File: src/rtl/sd_spi_pkg.sv
// Shared types and constants for the SPI-mode SD command engine.
// Optional CRC7 generation is enabled with the SD_CRC7_GEN_EN macro.
package sd_spi_pkg;

    localparam int CMD_BITS = 48;
    localparam int BYTE_BITS = 8;
    localparam logic [6:0] CRC7_POLY = 7'h09;

    typedef enum logic [2:0] {
        ST_IDLE,
        ST_CSLOW,
        ST_SEND,
        ST_POLL,
        ST_RECV,
        ST_TRAIL
    } state_t;

endpackage

File: src/rtl/sd_spi_cmd_engine_if.sv
// Host-side register handshake between the SD controller and the
// SPI command engine: command, start, status and response bytes.
interface sd_spi_cmd_engine_if;
    import sd_spi_pkg::*;

    logic [CMD_BITS-1:0]  cmd;
    logic [2:0]           resp_len;
    logic                 start;
    logic                 busy;
    logic [BYTE_BITS-1:0] resp;
    logic                 resp_valid;
    logic                 done;
    logic                 timeout;

    modport master (
        output cmd, resp_len, start,
        input  busy, resp, resp_valid, done, timeout
    );

    modport slave (
        input  cmd, resp_len, start,
        output busy, resp, resp_valid, done, timeout
    );

endinterface

File: src/rtl/sd_crc7.sv
// Serial SD CRC7 (x^7+x^3+1, init 0), one message bit per enable.
// Only instantiated when SD_CRC7_GEN_EN is defined.
import sd_spi_pkg::*;

module sd_crc7 (
    input  logic       clock,
    input  logic       rst,
    input  logic       clr,
    input  logic       en,
    input  logic       din,
    output logic [6:0] crc
);

    logic fb;

    assign fb = din ^ crc[6];

    // Shift the LFSR by one message bit per enable
    always_ff @(posedge clock or negedge rst) begin
        if (!rst) begin
            crc <= 7'h00;
        end else if (clr) begin
            crc <= 7'h00;
        end else if (en) begin
            crc <= {crc[5:0], 1'b0} ^ (fb ? CRC7_POLY : 7'h00);
        end
    end

endmodule

File: src/rtl/sd_spi_cmd_engine.sv
// SPI-mode SD command engine: sends a 48-bit command, polls for R1,
// reads optional trailing bytes. SD_CRC7_GEN_EN replaces cmd[7:0] with CRC.
import sd_spi_pkg::*;

module sd_spi_cmd_engine #(
    parameter int CLK_DIV = 4,
    parameter int NCR_MAX = 8,
    parameter int TRAIL   = 8
) (
    input  logic                clock,
    input  logic                rst,
    sd_spi_cmd_engine_if.slave  host,
    input  logic                miso,
    output logic                sclk,
    output logic                mosi,
    output logic                cs_n
);

    localparam int DW = (CLK_DIV > 1) ? $clog2(CLK_DIV) : 1;

    state_t               state;
    logic [DW-1:0]        div_cnt;
    logic [5:0]           bit_cnt;
    logic [7:0]           poll_cnt;
    logic [2:0]           byte_cnt;
    logic [7:0]           trail_cnt;
    logic [2:0]           len_q;
    logic [CMD_BITS-1:0]  tx_sh;
    logic [CMD_BITS-1:0]  tx_next;
    logic [6:0]           rx_sh;
    logic [BYTE_BITS-1:0] rx_byte;
    logic [BYTE_BITS-1:0] resp_q;
    logic                 busy_q;
    logic                 rv_q;
    logic                 done_q;
    logic                 to_q;
    logic                 tick;
    logic                 rise;
    logic                 fall;
    logic                 accept;

    assign tick = (state != ST_IDLE) && (div_cnt == DW'(CLK_DIV - 1));
    assign rise = tick && !sclk;
    assign fall = tick && sclk;
    assign accept = (state == ST_IDLE) && host.start && !done_q;
    assign rx_byte = {rx_sh, miso};

`ifdef SD_CRC7_GEN_EN
    logic [6:0] crc;
    logic       crc_en;

    assign crc_en = ((state == ST_CSLOW) || (state == ST_SEND)) && rise &&
                    (bit_cnt < 6'(CMD_BITS - BYTE_BITS));

    sd_crc7 u_crc7 (
        .clock (clock),
        .rst   (rst),
        .clr   (accept),
        .en    (crc_en),
        .din   (tx_sh[CMD_BITS-1]),
        .crc   (crc)
    );

    assign tx_next = (bit_cnt == 6'(CMD_BITS - BYTE_BITS - 1)) ?
                     {crc, 1'b1, 40'd0} : {tx_sh[CMD_BITS-2:0], 1'b0};
`else
    assign tx_next = {tx_sh[CMD_BITS-2:0], 1'b0};
`endif

    assign host.busy = busy_q;
    assign host.resp = resp_q;
    assign host.resp_valid = rv_q;
    assign host.done = done_q;
    assign host.timeout = to_q;

    // Half-period divider, held at zero while idle
    always_ff @(posedge clock or negedge rst) begin
        if (!rst) begin
            div_cnt <= '0;
        end else if ((state == ST_IDLE) || tick) begin
            div_cnt <= '0;
        end else begin
            div_cnt <= div_cnt + DW'(1);
        end
    end

    // Transaction FSM with registered pin and status outputs
    always_ff @(posedge clock or negedge rst) begin
        if (!rst) begin
            state     <= ST_IDLE;
            sclk      <= 1'b0;
            mosi      <= 1'b1;
            cs_n      <= 1'b1;
            busy_q    <= 1'b0;
            resp_q    <= 8'hFF;
            rv_q      <= 1'b0;
            done_q    <= 1'b0;
            to_q      <= 1'b0;
            bit_cnt   <= '0;
            poll_cnt  <= '0;
            byte_cnt  <= '0;
            trail_cnt <= '0;
            len_q     <= '0;
            tx_sh     <= '0;
            rx_sh     <= '0;
        end else begin
            rv_q   <= 1'b0;
            done_q <= 1'b0;
            if (tick) sclk <= ~sclk;
            case (state)
                ST_IDLE: begin
                    if (accept) begin
                        state     <= ST_CSLOW;
                        busy_q    <= 1'b1;
                        cs_n      <= 1'b0;
                        to_q      <= 1'b0;
                        tx_sh     <= host.cmd;
                        len_q     <= host.resp_len;
                        mosi      <= host.cmd[CMD_BITS-1];
                        bit_cnt   <= '0;
                        poll_cnt  <= '0;
                        byte_cnt  <= '0;
                        trail_cnt <= '0;
                    end
                end
                ST_CSLOW: begin
                    if (tick) state <= ST_SEND;
                end
                ST_SEND: begin
                    if (fall) begin
                        if (bit_cnt == 6'(CMD_BITS - 1)) begin
                            state   <= ST_POLL;
                            mosi    <= 1'b1;
                            bit_cnt <= '0;
                        end else begin
                            bit_cnt <= bit_cnt + 6'd1;
                            tx_sh   <= tx_next;
                            mosi    <= tx_next[CMD_BITS-1];
                        end
                    end
                end
                ST_POLL: begin
                    if (rise) begin
                        rx_sh <= rx_byte[6:0];
                        if (bit_cnt == 6'(BYTE_BITS - 1)) begin
                            bit_cnt <= '0;
                            if (!rx_byte[7]) begin
                                resp_q <= rx_byte;
                                rv_q   <= 1'b1;
                                state  <= (len_q == 3'd0) ? ST_TRAIL : ST_RECV;
                            end else if (poll_cnt == 8'(NCR_MAX - 1)) begin
                                resp_q <= 8'hFF;
                                to_q   <= 1'b1;
                                state  <= ST_TRAIL;
                            end else begin
                                poll_cnt <= poll_cnt + 8'd1;
                            end
                        end else begin
                            bit_cnt <= bit_cnt + 6'd1;
                        end
                    end
                end
                ST_RECV: begin
                    if (rise) begin
                        rx_sh <= rx_byte[6:0];
                        if (bit_cnt == 6'(BYTE_BITS - 1)) begin
                            bit_cnt <= '0;
                            resp_q  <= rx_byte;
                            rv_q    <= 1'b1;
                            if (byte_cnt == len_q - 3'd1) begin
                                state <= ST_TRAIL;
                            end else begin
                                byte_cnt <= byte_cnt + 3'd1;
                            end
                        end else begin
                            bit_cnt <= bit_cnt + 6'd1;
                        end
                    end
                end
                ST_TRAIL: begin
                    if (fall) begin
                        cs_n <= 1'b1;
                        mosi <= 1'b1;
                        if (trail_cnt == 8'(TRAIL)) begin
                            state  <= ST_IDLE;
                            done_q <= 1'b1;
                            busy_q <= 1'b0;
                        end else begin
                            trail_cnt <= trail_cnt + 8'd1;
                        end
                    end
                end
                default: state <= ST_IDLE;
            endcase
        end
    end

endmodule

File: src/flat_wrapper.sv
// flat-port wrapper written by rule: the top's interface ports become plain ports
module sd_spi_cmd_engine_flat 
#(
    parameter int CLK_DIV = 4,
    parameter int NCR_MAX = 8,
    parameter int TRAIL   = 8
)
  (clock, rst, miso, sclk, mosi, cs_n, host_cmd, host_resp_len, host_start, host_busy, host_resp, host_resp_valid, host_done, host_timeout);
  sd_spi_cmd_engine_if host_i ();
  input  logic clock;
  input  logic rst;
  input  logic miso;
  output logic sclk;
  output logic mosi;
  output logic cs_n;
  input wire logic [$bits(host_i.cmd)-1:0] host_cmd;
  input wire logic [$bits(host_i.resp_len)-1:0] host_resp_len;
  input wire logic [$bits(host_i.start)-1:0] host_start;
  output wire logic [$bits(host_i.busy)-1:0] host_busy;
  output wire logic [$bits(host_i.resp)-1:0] host_resp;
  output wire logic [$bits(host_i.resp_valid)-1:0] host_resp_valid;
  output wire logic [$bits(host_i.done)-1:0] host_done;
  output wire logic [$bits(host_i.timeout)-1:0] host_timeout;
  assign host_i.cmd = host_cmd;
  assign host_i.resp_len = host_resp_len;
  assign host_i.start = host_start;
  assign host_busy = host_i.busy;
  assign host_resp = host_i.resp;
  assign host_resp_valid = host_i.resp_valid;
  assign host_done = host_i.done;
  assign host_timeout = host_i.timeout;
  sd_spi_cmd_engine #(.CLK_DIV(CLK_DIV), .NCR_MAX(NCR_MAX), .TRAIL(TRAIL)) u_core (.clock(clock), .rst(rst), .host(host_i), .miso(miso), .sclk(sclk), .mosi(mosi), .cs_n(cs_n));
endmodule
File: config.mk
export PLATFORM = sky130hd
export DESIGN_NAME = sd_spi_cmd_engine_flat
export DESIGN_NICKNAME = d
export VERILOG_FILES = /design/src/rtl/sd_spi_pkg.sv /design/src/rtl/sd_spi_cmd_engine_if.sv /design/src/rtl/sd_crc7.sv /design/src/rtl/sd_spi_cmd_engine.sv /design/src/flat_wrapper.sv
export SDC_FILE = /design/constraint.sdc
export NUM_CORES = 1
export LEC_CHECK = 0
export BUFFER_PORTS_ARGS = -buffer_cell sky130_fd_sc_hd__buf_2
export CAP_MARGIN = 20
export CORE_MARGIN = 5
export CORE_UTILIZATION = 52
export CTS_BUF_LIST = sky130_fd_sc_hd__clkbuf_16
export DETAILED_ROUTE_END_ITERATION = 8
export PLACE_DENSITY = 0.81
export SYNTH_ARGS = -nofsm -noshare
export SYNTH_HDL_FRONTEND = slang
export SYNTH_HIERARCHICAL = 1
export SYNTH_SLANG_ARGS = --single-unit
export TNS_END_PERCENT = 50
File: constraint.sdc
create_clock -name clock -period 2 [get_ports clock]
set_input_delay 0.2 -clock clock [delete_from_list [all_inputs] [get_ports clock]]
set_output_delay 0.2 -clock clock [all_outputs]
set_load 0.005 [all_outputs]
==> out/qor.yml <==
outcome:
  outcome: "complete, no violations"
die:
  start_util_pct: 52.78
  ioPinCount: 70
  die_x_um: 109.1
  rows: 36
  core_um2: 9684
  die_y_um: 109.1
  dieArea_um2: 11910
yosys:
  synth_edf_count: 0
  yosysSeqAreaShare_pct: 50.18
  synthFlopType: "dfrtp_1"
  synth_cells: 512
  synth_fp_nets: 575
  yosysUniqueCellTypes: 60
  syn-mean-instance-area_um2: 9.983
  synth_seq_cells: 102
  syn-cell-area_um2: 5111
  async_flop_share_pct: 100.0
  ys_warn_count: 6
timing:
  rsz0062_at_grt: "true"
  drv_slew: 0
  fin_crit_ps: 1951
  slew_headroom_pct: 67.20
  final_hold_viol_count: 0
  setup_viol: 0
  tightest_slew_ps: 491.0
  fin_tns_setup_ps: 0
  worst_hold_slack_ps: 64.09
  finalCritPeriodShare_pct: 97.57
  skew_ps: 4.433
  clock.fmax_ghz: 0.5125
clocking:
  clock_latency_ps: 340
  clk_transition_reported_paths_ps: 60
  cts_sinks: 102
  clock-root-buffer: "clkbuf_16"
  htreeDepth: 3
  clockBufferDepth: 2
  tritoncts: "done"
  cts_buffers: 9
drt:
  wl_um: 11290
  ant_nets: 0
  dr.first_iter.drc_count: 169
  drc: 0
  viasPerCell: 5.498
  drt_pass1_iterations: 4
  vias: 4107
  wire_per_inst_um: 15.12
placed_design:
  gp_congestion: 0.8737
  portBuffers: 69
  dpl.hpwl_um: 8072
  placed_area_um2: 5843
  dp.cells: 725
setup_path:
  worst-setup-path-type: "reg2reg"
  arrival_ps: 2180
  cp.required_ps: 2230
  worstReg2RegStart: "u_core/len_q[0]"
  cp-end-kind: "register"
  setup.worst_path.start: "u_core/len_q[0]"
  start_kind: "register"
  crit_fanout: 3
  rrSetupSlack_ps: 50
  ff2ff_path_depth: 8
  r2r_end: "u_core/byte_cnt[0]"
grt:
  grt_pass1_vias: 4168
  grt_use_total_pct: 20.06
  antenna_found_initial: 1
  overflow: 0
  grt_pass1_wl_um: 18980
  grt_max_degree: 54
finish:
  fin_cells: 747
  final_common_cell: "dfrtp_1"
  final_area_um2: 6275
  drive_above_1_share_pct: 28.50
  fillers: 758
  layout_common_cells: "91 x dfrtp_1, 88 x nand2_1, 72 x o21ai_0"
  seq_area_um2: 2566
  area_delta_synth_final_pct: 22.77
  nets: 672
  multi_input_area_um2: 2494
  diodes: 0
  fin_util_pct: 64.79
power_and_ir_drop:
  sequentialPowerShare_pct: 42.7
  powerDensity_nw_per_um2: 1196
  p_int_mw: 4.880
  p_leak_nw: 2.844
  p_clk_share_pct: 20.8
  peakVddDrop_uv: 652.8
  p_switching_mw: 2.625
  swShare_pct: 34.97
  p_comb_share_pct: 36.5
worst_hold_path:
  whs_path_depth: 3
  holdCritStartpoint: "host_resp_len[0]"
  holdPathEnd: "u_core/len_q[0]"
  worstHoldPathType: "in2reg"
flow_run:
  drv_cap: 0
## worst max-delay path, cell delays in order (launching register included)
cell     delay, ps
dfrtp_1        360
inv_2           60
ha_4           160
ha_4           280
xnor2_4        120
nor3_4          60
o32ai_2        320
nand2_1        150
mux2_4         320
## final cells by class
| type | instances | area share, % |
|---|---|---|
| sequential | 102 | 40.90 |
| multi-input combinational | 371 | 39.74 |
| timing repair buffer | 116 | 12.00 |
| clock buffer | 9 | 3.589 |
| tap | 133 | 2.652 |
| clock inverter | 7 | 0.5783 |
| inverter | 9 | 0.5384 |
## flip-flops by register name (all words and copies together), names as in the netlist, 2 cells and up
name and count:
u_core/bit_cnt 6, u_core/byte_cnt 3, u_core/div_cnt 2, u_core/host.resp 8, u_core/len_q 3, u_core/poll_cnt 8
u_core/rx_sh 7, u_core/state 3, u_core/trail_cnt 8, u_core/tx_sh 47
## routing by layer
layer	global-route usage [%]	routed length, um	up-vias
met1	24.74	4791	1987
met2	33.77	5673	97
met5	0	20	-
met3	5.743	586	22
met4	6.763	221	2
li1	-	-	1999
## how the worst max path moves through the flow
stage                               endpoint  slack [ps]  depth (start not counted)
after floorplan           u_core/byte_cnt[0]          60                          8
after global placement    u_core/byte_cnt[0]          20                          8
after detailed placement  u_core/byte_cnt[0]         -80                          8
after CTS                    u_core/state[2]           2                          8
after global routing      u_core/byte_cnt[0]         -20                          8
final                     u_core/byte_cnt[0]          50                          8
## cells in the mapped netlist (3+ instances only)
cell      instances  share of area (%)
nand2_1          88                6.5
a21o_1            3               0.44
o21ai_0          72                7.1
a21oi_1          15                1.5
buf_4             3               0.44
clkbuf_1          8               0.59
buf_2            17                1.7
mux2_2            9                2.0
o21ai_1           4               0.39
ha_1              8                2.0
o31ai_1           3               0.44
nor3_1            8               0.78
mux2i_1          48                9.4
nand3_1          12                1.2
or4_1             4               0.59
nand4_1           3               0.37
nor3b_1           3               0.44
or3_1             6               0.73
xor2_1            3               0.51
and3_1            3               0.37
inv_1             9               0.66
dfrtp_1          92                 45
nor2_1           21                1.5
and2_1            3               0.37
dfstp_2          10                5.1
nor2b_1           8               0.98
xnor2_1           5               0.86
## kinds of logic after synthesis
group / share of synthesized area (%)
multiplexers: 11.38
adder cells (fa/ha/maj): 1.958
AO/OA/AOI/OAI: 13.88
flip-flops: 50.18
buffers and inverters: 3.647
XOR/XNOR: 1.371
AND/OR/NAND/NOR: 17.58
## power groups by stage
| stage | Sequential (mW) | Combinational, mW | Clock, mW |
|---|---|---|---|
| CTS | 3.19 | 2.48 | 1.59 |
| detailed placement | 3.22 | 2.41 | 0 |
| global route | 3.29 | 3.07 | 1.68 |
| global placement | 3.17 | 2.26 | 0 |
| floorplan | 3.07 | 1.69 | 0 |
| finish | 3.20 | 2.74 | 1.56 |
## what timing repair did
action,4_1_cts,5_1_grt
endpoints found under the setup margin,13,24
setup buffers,0,5
hold buffers,1,0
pin swaps,1,7
resized for setup,5,18
hold endpoints to repair,26,0
## metrics by stage
| stage | setup slack, ps | power [mW] |
|---|---|---|
| after floorplan | 56.81 | 4.764 |
| after global placement | 22.17 | 5.430 |
| after detailed placement | -81.18 | 5.633 |
| after CTS | 1.956 | 7.261 |
| after global routing | -24.09 | 8.036 |
| final | 48.69 | 7.505 |
Power figures use the tool's default switching activity.
